===== config.mk =====
export PLATFORM = sky130hd
export DESIGN_NAME = oam_dma_ctrl
export DESIGN_NICKNAME = d
export VERILOG_FILES = /design/src/rtl/oam_dma_ctrl.sv
export SDC_FILE = /design/constraint.sdc
export NUM_CORES = 1
export LEC_CHECK = 0
export CORE_UTILIZATION = 39
export DETAILED_ROUTE_END_ITERATION = 8
export PLACE_DENSITY = 0.75
export SYNTH_ARGS = -nofsm -noshare
export SYNTH_HDL_FRONTEND = slang
export SYNTH_SLANG_ARGS = --single-unit

===== constraint.sdc =====
create_clock -name clk_ph1 -period 2 [get_ports clk_ph1]
set_clock_uncertainty 0.15 [all_clocks]
set_input_delay 0.5 -clock clk_ph1 [delete_from_list [all_inputs] [get_ports clk_ph1]]
set_output_delay 0.5 -clock clk_ph1 [all_outputs]
set_load 0.01 [all_outputs]

===== src/rtl/oam_dma_ctrl.sv =====
// OAM DMA controller: on a CPU write to DMA_REG_ADDR, stalls the CPU and
// copies one 256-byte page into OAM_DATA_ADDR as 256 read/write pairs,
// with an extra alignment cycle when the trigger lands on an odd parity.
module oam_dma_ctrl #(
    parameter logic [15:0] DMA_REG_ADDR  = 16'h4014,
    parameter logic [15:0] OAM_DATA_ADDR = 16'h2004
) (
    input  logic        clk_ph1,
    input  logic        rst,
    input  logic [15:0] cpu_addr,
    input  logic [7:0]  cpu_data_out,
    input  logic        cpu_R_nW,
    input  logic [7:0]  Data_bus_in,
    output logic [15:0] Addr_bus,
    output logic [7:0]  Data_bus_out,
    output logic        R_nW,
    output logic        cpu_rdy,
    output logic        dma_active
);

    typedef enum logic [2:0] {
        IDLE,
        HALT,
        ALIGN,
        READ,
        WRITE
    } state_t;

    state_t     state_q, state_d;
    logic       parity_q;
    logic [7:0] page_q;
    logic [7:0] index_q;
    logic [7:0] data_q;
    logic       trigger;

    // A DMA starts only on a CPU write to the DMA register while idle.
    assign trigger = (cpu_addr == DMA_REG_ADDR) && !cpu_R_nW;

    // Next-state and bus arbitration; CPU owns the bus only in IDLE.
    always_comb begin
        state_d      = state_q;
        Addr_bus     = cpu_addr;
        Data_bus_out = cpu_data_out;
        R_nW         = cpu_R_nW;
        cpu_rdy      = 1'b0;
        dma_active   = 1'b1;
        case (state_q)
            IDLE: begin
                cpu_rdy    = 1'b1;
                dma_active = 1'b0;
                if (trigger) state_d = HALT;
            end
            HALT: begin
                // Parity flips every clock, so the next cycle is even
                // exactly when the current parity is 1.
                R_nW    = 1'b1;
                state_d = parity_q ? READ : ALIGN;
            end
            ALIGN: begin
                R_nW    = 1'b1;
                state_d = READ;
            end
            READ: begin
                Addr_bus = {page_q, index_q};
                R_nW     = 1'b1;
                state_d  = WRITE;
            end
            WRITE: begin
                Addr_bus     = OAM_DATA_ADDR;
                Data_bus_out = data_q;
                R_nW         = 1'b0;
                state_d      = (index_q == 8'hFF) ? IDLE : READ;
            end
            default: state_d = IDLE;
        endcase
    end

    // State, free-running parity, page/index counters and the data latch.
    always_ff @(posedge clk_ph1) begin
        if (!rst) begin
            state_q  <= IDLE;
            parity_q <= 1'b0;
            page_q   <= 8'h00;
            index_q  <= 8'h00;
            data_q   <= 8'h00;
        end else begin
            state_q  <= state_d;
            parity_q <= ~parity_q;
            if (state_q == IDLE && trigger) begin
                page_q  <= cpu_data_out;
                index_q <= 8'h00;
            end
            if (state_q == READ) data_q <= Data_bus_in;
            // Index wraps within the page; it never carries into page_q.
            if (state_q == WRITE) index_q <= index_q + 8'h01;
        end
    end

endmodule


**Word-level counts from Yosys, hierarchy flattened**

Cells that the tools add are included.

- Add/sub/neg operators: 1
- Eq/ne operators: 7
- Bitwise operators: 1
- Reduce and logical (&&, ||, !) cells: 6
- Muxes and demuxes: 11

Operators by type and width:

| operator | number |
|---|---|
| $pmux 16 s2 | 1 |
| $mux 8 | 3 |
| $eq 16x15->1 const B | 1 |
| $pmux 3 s5 | 1 |
| $add 8x1->8 const B | 1 |
| $eq 8x8->1 const B | 1 |
| $eq 3x2->1 const B | 2 |
| $eq 3x1->1 const B | 1 |
| $eq 3x3->1 const B | 1 |
| $logic_not 3->1 | 1 |
| $mux 1 | 3 |
| $mux 3 | 1 |
| $reduce_or 3->1 | 1 |
| $logic_and 1x1->1 | 2 |
| $mux 2 | 1 |
| $ne 2x2->1 const B | 1 |
| $pmux 1 s2 | 1 |
| $reduce_bool 2->1 | 1 |
| $logic_not 1->1 | 1 |
| $not 1->1 | 1 |

- Input port bits: 35
- Logic and storage cells: 31
- Register bits: 28

**Depth between registers and ports, before layout**

Gate-level depths: netlist (run 1).

- Depth in word-level cells: 5
- Gate-level depth with buffers: 8
- Mapped depth without buffers: 5

**Least setup slack after synthesis (run 1)**

Ideal clock, no wire load.

- Kind: register to output
- Start: register state_q[1]
- End: output Addr_bus[13]
- Data arrival time: 1393 ps
- Setup slack: -43 ps
- Stages on the path, launching flop included: 8
- Path through: dfxtp_1 -> buf_6 -> or2_1 -> buf_2 -> nor2_1 -> nor2_2 -> buf_2 -> a21oi_1

- Word-level cells in the longest chain between the ends: 2

Ends and longest elaborated chain:

| what | line | text |
|---|---|---|
| start: declaration | 29 | `state_t state_q, state_d;` |
| start signal: assignment | 87 | `state_q <= state_d;` |
| $eq 3x3->1 / $eq 3x2->1 (equally long branches) | 47 | `case (state_q)` |
| $pmux 16 s2 (*) | 47 |  |
| end: declaration | 14 | `output logic [15:0] Addr_bus,` |

Every way passes the cells marked *; elsewhere a longest branch is shown, timed or not.

**Final worst setup path (run 1)**

- Start: register state_q[0]
- End: output Data_bus_out[5]

- Word-level cells in the longest chain between the ends: 2

Ends and longest elaborated chain:

| what | line | text |
|---|---|---|
| $eq 3x3->1 | 47 |  |
| $mux 8 | 47 |  |
| end: declaration | 15 | `output logic [7:0] Data_bus_out,` |

Every way passes these cells.

==> summary.md, run 1 <==
Row generation in the floorplan step produced 23 rows. After Yosys synthesis, full adders, half adders and majority gates account for 0.776% of the synthesized area. The routed layout has 1918 vias. For the maximum ir drop on the vdd rail, the log shows 0.309 mV. Multiplexer cells account for 0% of the synthesized area. The worst setup path is of the reg -> out kind. The first detailed-routing pass ran for 4 iterations.

On the worst path, the slowest cell contributes a delay of 0.40 ns. The number of clock buffers added by TritonCTS is 3. On the critical path, the stage with the largest delay is an instance of sky130_fd_sc_hd__or3b_4. The tools report the reg2reg setup slack as 0.07 ns. The worst setup path is launched from a register. The vertical die dimension is 66.3 um. In this run, synthesis inferred 0 flip-flops with an integrated enable. The signal on the critical path passes through buf_6 -> or3b_4 -> buf_8 -> nand2_1 -> nand2_1 -> buf_2.

The run gives 0 as the final number of hold-violating endpoints. The flow ran to the end, but the final reports show violations. The tools report the via count of the first global-routing pass as 1705. The post-route netlist has 31.7% of its cells at a drive strength greater than 1. After Yosys synthesis, and, or, nand and nor cells account for 30.0% of the synthesized area. The logs give -0.189 ns for the worst setup margin and 16 for the largest net degree at the start of global routing. The critical path contains buffers and inverters numbering 3 combined. The clock reaches the later pin of the worst-skew pair after 0.27 ns. Counting every net in the synthesized netlist gives 250. Dividing total power by cell area gives a power density of 538 nW/um^2. The run gives 25.1% as the overall global routing resource usage. The met3 routing resource usage after global routing was 3.62%; the number of nets at the end of the flow was 341. The number of setup violations in the final report was 25. CTS placed an instance of sky130_fd_sc_hd__clkbuf_8 at the clock tree root. In this run the static leakage power is 0.00111 uW. The completed layout was analyzed and its total power is 1410 uW.

The critical path's most frequent cell is sky130_fd_sc_hd__nand2_1. The detail-routed net length per standard cell was 15.2 um; the number of H-tree levels was 1. Timing would allow up to 0.457 GHz. Among cell families on the critical path, the largest total delay comes from simple AND/OR/NAND/NOR gates. The synthesized netlist devotes 26.1% of its cell area to compound gates.

At the end of routability-driven placement, the weighted congestion stood at 0.827. The logs give 76.5% for the headroom to the max-slew limit and 128 for the DRC marker count from the first detailed-route iteration. For the worst setup path, the data required time is 1.35 ns. Counting every instance in the synthesized netlist gives 214.

Type of the tightest min-delay check: reg -> reg. The checks that failed: negative setup slack. In the synthesized netlist the dominant register cell turns out to be sky130_fd_sc_hd__dfxtp_1. Clock-pin slew was measured on the worst setup and hold paths at 0.09 ns.

The first global-routing pass estimated 8380 um of wire. The logs give 0 for the number of antenna violations at the first check in global routing and 40.6% for the starting density of the core. The worst path in the final design needs a cycle of 2.19 ns, including I/O delays and setup. Setup repair after global routing could not meet its margin everywhere. Dividing the synthesized area by the synthesized cell count gives 7.53 um^2. The core region is 3970 um^2.

For the number of violations of the max-capacitance limit, the log shows 0. The number of input and output port buffers inserted came out at 61. For the detailed placement HPWL, the log shows 3650 um. The maximum net fanout on the critical path is 8. The fraction of registers with async set/reset is 0%. After synthesis the netlist holds a flip-flop and latch count of 28. The final cycle utilization of the critical path was 109%.

Once detail routing completed, the nets flagged for antenna violations numbered 0. After Yosys synthesis, XOR and XNOR cells account for 1.63% of the synthesized area. TritonCTS sink count: 28. From synthesis to final layout, the design area changed by 62.6%. For the number of different library cells in the post-synthesis netlist, the log shows 39. At the worst endpoint, the arrival time is 1.54 ns.

Sequential cells were found to cover 34.8% of the synthesized design area. The final count of pins violating max slew was 0. Global routing used 40.9% of the available met2 tracks.

62 I/O pins were placed. The dominant combinational cell family by area after synthesis was simple AND/OR/NAND/NOR gates. For this block, the routed nets add up to 5360 um of wire. The number of antenna diodes in the final layout is 0.

The average via count per standard cell was 5.43. TritonCTS built the clock tree. In the routed design, unresolved DRC markers number 0.

The worst setup path is captured at an output pin. At the placement stage, the worst setup path has a slack of -0.476 ns. For met1 alone, demand over resource in global routing was 34.5%. The filler cells instantiated in the layout total 357. The total grt overflow came out at 0.

The logs give 4390 um^2 for the die area and 2 for the maximum number of buffers from clock root to sink. In this run the cell area of the synthesized design comes to 1610 um^2. The post-cts hold buffer count is 0, and the worst hold slack across all endpoints is 0.264 ns. The slew at the pin closest to its max-slew limit was 0.350 ns. For this run, the number of Yosys warnings is 0.

Most heavily used metal layer in global routing: met2. The width of the chip works out to 66.3 um.
[cell type report]
type                            instances  area, um^2  share of cell area, %
Multi-Input combinational cell        165        1020                   39.1
Timing Repair Buffer                  103         908                   34.7
Sequential cell                        28         567                   21.6
Tap cell                               50        62.6                   2.39
Clock buffer                            3        41.3                   1.58
Inverter                                4        17.5                  0.669
[final timing paths]
kind | from | endpoint | cells past startpoint
setup / recovery | state_q[0]$_SDFFE_PN0P_ | Data_bus_out[5] | 6
hold / removal | parity_q$_SDFF_PN0_ | parity_q$_SDFF_PN0_ | 1
setup reg to reg | state_q[2]$_SDFFE_PN0P_ | page_q[1]$_SDFFE_PN0P_ | 8
hold reg to reg | parity_q$_SDFF_PN0_ | parity_q$_SDFF_PN0_ | 1
[synth_stat cells, types with 2 or more instances]
cell type / count / area (um^2)
sky130_fd_sc_hd__or3_1: 2 / 12.5
sky130_fd_sc_hd__nor2_1: 10 / 37.5
sky130_fd_sc_hd__a31oi_1: 2 / 12.5
sky130_fd_sc_hd__a22o_1: 14 / 123
sky130_fd_sc_hd__inv_1: 2 / 7.51
sky130_fd_sc_hd__buf_6: 2 / 22.5
sky130_fd_sc_hd__and2_1: 3 / 18.8
sky130_fd_sc_hd__nand4_1: 10 / 62.6
sky130_fd_sc_hd__o311ai_0: 3 / 26.3
sky130_fd_sc_hd__a21boi_1: 5 / 37.5
sky130_fd_sc_hd__xor2_1: 2 / 17.5
sky130_fd_sc_hd__o21ai_0: 10 / 50.1
sky130_fd_sc_hd__o211ai_1: 3 / 22.5
sky130_fd_sc_hd__and4_1: 2 / 17.5
sky130_fd_sc_hd__and3_1: 2 / 12.5
sky130_fd_sc_hd__nand2_1: 49 / 184
sky130_fd_sc_hd__clkbuf_1: 7 / 26.3
sky130_fd_sc_hd__nor3b_1: 3 / 22.5
sky130_fd_sc_hd__nor3_1: 3 / 15.0
sky130_fd_sc_hd__dfxtp_1: 28 / 561
sky130_fd_sc_hd__nand3_1: 7 / 35.0
sky130_fd_sc_hd__a21oi_1: 11 / 55.1
sky130_fd_sc_hd__a21boi_0: 10 / 75.1
sky130_fd_sc_hd__buf_2: 9 / 45.0
[metal layers]
metal	up-vias	share of wire (%)
met5	-	0
met2	77	48
met4	0	0.37
met3	2	7.4
met1	889	44
li1	950	-
[worst reg2reg max path, stage by stage, from the launching register on]
cell                      delay (ns)
sky130_fd_sc_hd__dfxtp_4        0.38
sky130_fd_sc_hd__buf_8          0.12
sky130_fd_sc_hd__or3_4          0.42
sky130_fd_sc_hd__inv_4          0.09
sky130_fd_sc_hd__buf_6          0.13
sky130_fd_sc_hd__nand3_1        0.09
sky130_fd_sc_hd__buf_4          0.18
sky130_fd_sc_hd__o21ai_0        0.16
sky130_fd_sc_hd__a21oi_1        0.09
[state kept, by name, indices dropped and copies added (netlist names)]
name	count
data_q	8
index_q	8
page_q	8
state_q	3
parity_q	1
[per-stage QoR]
step | instance area [um^2] | util [%] | setup TNS (ns) | std cells
floorplan | 1620 | - | 0 | 214
global placement | 2440 | 61.6 | -14.02 | 340
detailed placement | 2440 | 61.6 | -14.93 | 340
CTS | 2450 | 61.6 | -3.78 | 346
global route | 2620 | 66.0 | -5.28 | 353
finish | 2620 | 66.0 | -3.90 | 353
[repair_timing]
action / in CTS / in global routing
buffers inserted: 1 / 5
setup endpoints to repair: 39 / 39
cloned: 2 / 2
pin swaps: 6 / 10
resized for setup: 130 / 30
[cell usage in the layout (no fill, tap or decap), drive strengths merged, types with 4 or more instances in the layout]
cell type	count
clkdlybuf4s50	31
a22o	14
buf	68
nand4	10
nor3	4
a21boi	15
dfxtp	28
nor2	12
a21oi	11
nand2	49
clkbuf	4
o21ai	11
nand3	7
[power by group]
group | switching, uW | internal (uW) | total, uW
Clock | 171 | 135 | 306
Combinational | 232 | 288 | 520
Sequential | 11.8 | 571 | 583
Total | 415 | 994 | 1410
[kinds of logic after synthesis]
kind of cell    after synthesis
flops                        28
simple gates                 99
buf+inv                      22
xor+xnor                      3
fa+ha+maj                     1
compound gates               61
Note: power is estimated with default switching activity, not from simulation.
==> run 2: changes to the inputs <==
==> constraint.sdc (replaced) <==
create_clock -name clk_ph1 -period 2 [get_ports clk_ph1]
set_clock_uncertainty 0.15 [all_clocks]
set_input_delay 0.3 -clock clk_ph1 [delete_from_list [all_inputs] [get_ports clk_ph1]]
set_output_delay 0.3 -clock clk_ph1 [all_outputs]
set_load 0.01 [all_outputs]
==> run 2 against run 1 <==
The flow now finishes without violations. Utilization decreased by 4.9 points. Via count decreased by 1.4%. Sequential share of layout area is 1.7 points higher. Clock-buffer cell count increased by 1. Global-route usage rose by 0.53 points. Largest cell class unchanged.
==> summary.md, run 2 (synthesized netlist as in run 1, its figures left out) <==
The run finished with clean final reports. The source-to-sink clock delay at the later pin of the worst-skew pair was 0.27 ns (about the same); the switching portion of total power was 28.8% (was 29.4%). The ratio of cells with drive above 1 in the final layout came out at 25.7% (was 31.7%). The critical path data arrival time came out at 1.53 ns (was 1.54 ns). Leakage power of the design: 0.00101 uW (was 0.00111 uW). The beginning of the worst register-to-register path is state_q[1]$_SDFFE_PN0P_ (was state_q[2]$_SDFFE_PN0P_). The logs give 0 (unchanged) for the final count of pins violating max slew and 8490 um (was 8380 um) for the first-pass GRT wire length.

Clock transition at the registers of the reported paths: 0.10 ns (was 0.09 ns). The width of the chip was 66.3 um (unchanged). The logs give 0 (unchanged) for the number of inserted diodes and 0 (unchanged) for the number of remaining DRC errors. For the overall global routing resource usage, the log shows 25.6% (was 25.1%). The tools report the headroom to the max-slew limit as 76.2% (was 76.5%). The number of input and output port buffers inserted is 61 (unchanged), and the relative contribution of the clock network to total power is 25.3% (was 21.7%).

Setup repair after global routing could not meet its margin everywhere. Number of setup violations in the final report: 0 (was 25). For the final number of hold-violating endpoints, the log shows 0 (unchanged). Highest-count cells in the layout ignoring fill and taps: sky130_fd_sc_hd__nand2_1, sky130_fd_sc_hd__clkdlybuf4s50_1, sky130_fd_sc_hd__buf_4 (was sky130_fd_sc_hd__nand2_1, sky130_fd_sc_hd__buf_4, sky130_fd_sc_hd__clkdlybuf4s50_1).

The tools report the boundary pin count as 62 (unchanged). The most common library cell in the layout ignoring fill and taps was sky130_fd_sc_hd__nand2_1 (unchanged). For the number of buffers added by the clock tree synthesis step, the log shows 3 (unchanged). The time the worst path needs with I/O delays and setup was 1.98 ns (was 2.19 ns); the starting density of the core was 40.6% (unchanged). The tools report the core occupancy in the finished layout as 61.0% (was 66.0%). For the final RePlAce weighted congestion, the log shows 0.832 (was 0.827). Final cycle utilization of the critical path: 98.8% (was 109%). The tools report the sequential share of power as 41.1% (was 41.4%). The tools report the largest net degree at the start of global routing as 24 (was 16).

For the number of nets at the end of the flow, the log shows 329 (was 341). The run gives 4 (unchanged) as the first-pass detailed-route iteration total. The number of fillers in the final layout was 385 (was 357). For the number of antenna violations at the first check in global routing, the log shows 0 (unchanged). The via count of the first global-routing pass was 1834 (was 1705); the multi-input combinational cell area was 992 um^2 (was 1020 um^2).

Registers with the most flip-flops: data_q (8), index_q (8), page_q (8) (unchanged). Type of the tightest min-delay check: reg -> reg (unchanged). For the total grt overflow, the log shows 0 (unchanged). The vertical die dimension is 66.3 um (unchanged), and the maximum net fanout on the critical path is 8 (unchanged). The DRC marker count from the first detailed-route iteration was 97 (was 128); the detail-routed net length per standard cell was 15.6 um (was 15.2 um). The slew at the pin closest to its max-slew limit works out to 0.355 ns (was 0.350 ns). The run gives 0 (unchanged) as the number of violations of the max-capacitance limit.

The maximum ir drop on the vdd rail was 0.390 mV (was 0.309 mV). The total wire length after detailed routing is 5320 um (was 5360 um). The type of element launching the critical path was a register (unchanged). The remaining number of nets flagged by the antenna check after routing is 0 (unchanged), and the detailed placement HPWL is 3820 um (was 3650 um). The register cell area after layout came out at 564 um^2 (was 567 um^2). The signed area change from the synthesized netlist to the final layout is 50.4% (was 62.6%), and the combinational share of power is 33.6% (was 36.9%). The number of cell rows came out at 23 (unchanged). The net switching power of the design is 409 uW (was 415 uW). TritonCTS sink count: 28 (unchanged). The average via count per standard cell was 5.53 (was 5.43). Areal power density over the cells: 585 nW/um^2 (was 538 nW/um^2). The post-cts hold buffer count is 0 (unchanged), and the data required time at the worst endpoint is 1.55 ns (was 1.35 ns).

For the highest achievable clock rate, the log shows 0.506 GHz (was 0.457 GHz). Endpoint kind of the worst setup timing path: an output pin (unchanged). The maximum number of buffers from clock root to sink came out at 2 (unchanged).

The tools report the root buffer cell as sky130_fd_sc_hd__clkbuf_8 (unchanged). The run gives 4390 um^2 (unchanged) as the die area. The core outline area came out at 3970 um^2 (unchanged).

Start-to-end type of the worst setup path: reg -> out (unchanged). The number of H-tree levels was 1 (unchanged); the via count was 1891 (was 1918). The tools report the worst hold slack across all endpoints as 0.259 ns (was 0.264 ns). TritonCTS built the clock tree.

The beginning of the worst hold path is parity_q$_SDFF_PN0_ (unchanged). The tools report the internal power component as 1010 uW (was 994 uW). The first element of the critical path is state_q[1]$_SDFFE_PN0P_ (was state_q[0]$_SDFFE_PN0P_).
-- run 2: cell types whose count changed in the layout (fill, tap and decap cells not counted), moves of 5 or more --
| cell | delta |
|---|---|
| sky130_fd_sc_hd__nand2_1 | +5 |
| sky130_fd_sc_hd__nand2_2 | -5 |
| sky130_fd_sc_hd__buf_6 | -6 |
| sky130_fd_sc_hd__buf_4 | -5 |
-- run 2: power by group through the flow --
stage	registers (uW)	clock network [uW]	logic [uW]
6_report	584	359	477
5_1_grt	585	386	516
4_1_cts	579	360	458
3_3_place_gp	590	0	473
3_5_place_dp	591	0	477
2_1_floorplan	592	0	203
-- run 2: what timing repair did --
action | in CTS | in global routing
pin swaps | 3 | 2
setup endpoints to repair | 27 | 20
cloned | 1 | 0
resized for setup | 116 | 10
buffers inserted | 1 | 2
endpoints found under the hold margin | 0 | 0
-- run 2: path summary, 6_finish.rpt --
check,to,slack (ns),cells after the start
setup / recovery,Data_bus_out[2],0.02,6
hold / removal,parity_q$_SDFF_PN0_,0.26,1
setup reg to reg,index_q[7]$_SDFFE_PN0P_,0.08,6
hold reg to reg,parity_q$_SDFF_PN0_,0.26,1
-- run 2: layout make-up --
type                       count  area share (%)
sequential                    28            23.3
inverter                       4           0.620
tap                           50            2.58
multi-input combinational    165            40.9
timing repair buffer          91            30.3
clock buffer                   4            2.27
-- run 2: worst max-delay path: stages (launching register included) --
cell	delay [ns]
sky130_fd_sc_hd__dfxtp_2	0.35
sky130_fd_sc_hd__buf_6	0.12
sky130_fd_sc_hd__or3b_4	0.39
sky130_fd_sc_hd__buf_6	0.14
sky130_fd_sc_hd__nand2_1	0.06
sky130_fd_sc_hd__nand2_1	0.05
sky130_fd_sc_hd__buf_2	0.13
-- run 2: metal layers --
metal | wire, um | part of all wire (%) | track usage, %
met3 | 304 | 5.7 | 3.79
met5 | 0 | 0 | 0
met1 | 2290 | 43 | 31.8
met4 | 132 | 2.5 | 9.84
met2 | 2600 | 49 | 44.3
-- run 2: stage by stage --
step	TNS [ns]	power, uW	setup slack (ns)	std cells	cell area [um^2]
6_report	0	1420	0.0230	342	2420
5_1_grt	-0.388	1490	-0.0495	342	2420
3_5_place_dp	-4.90	1070	-0.255	334	2390
4_1_cts	0	1400	0.00635	340	2390
3_3_place_gp	-5.50	1060	-0.220	334	2390
2_1_floorplan	0	795	0.157	214	1610
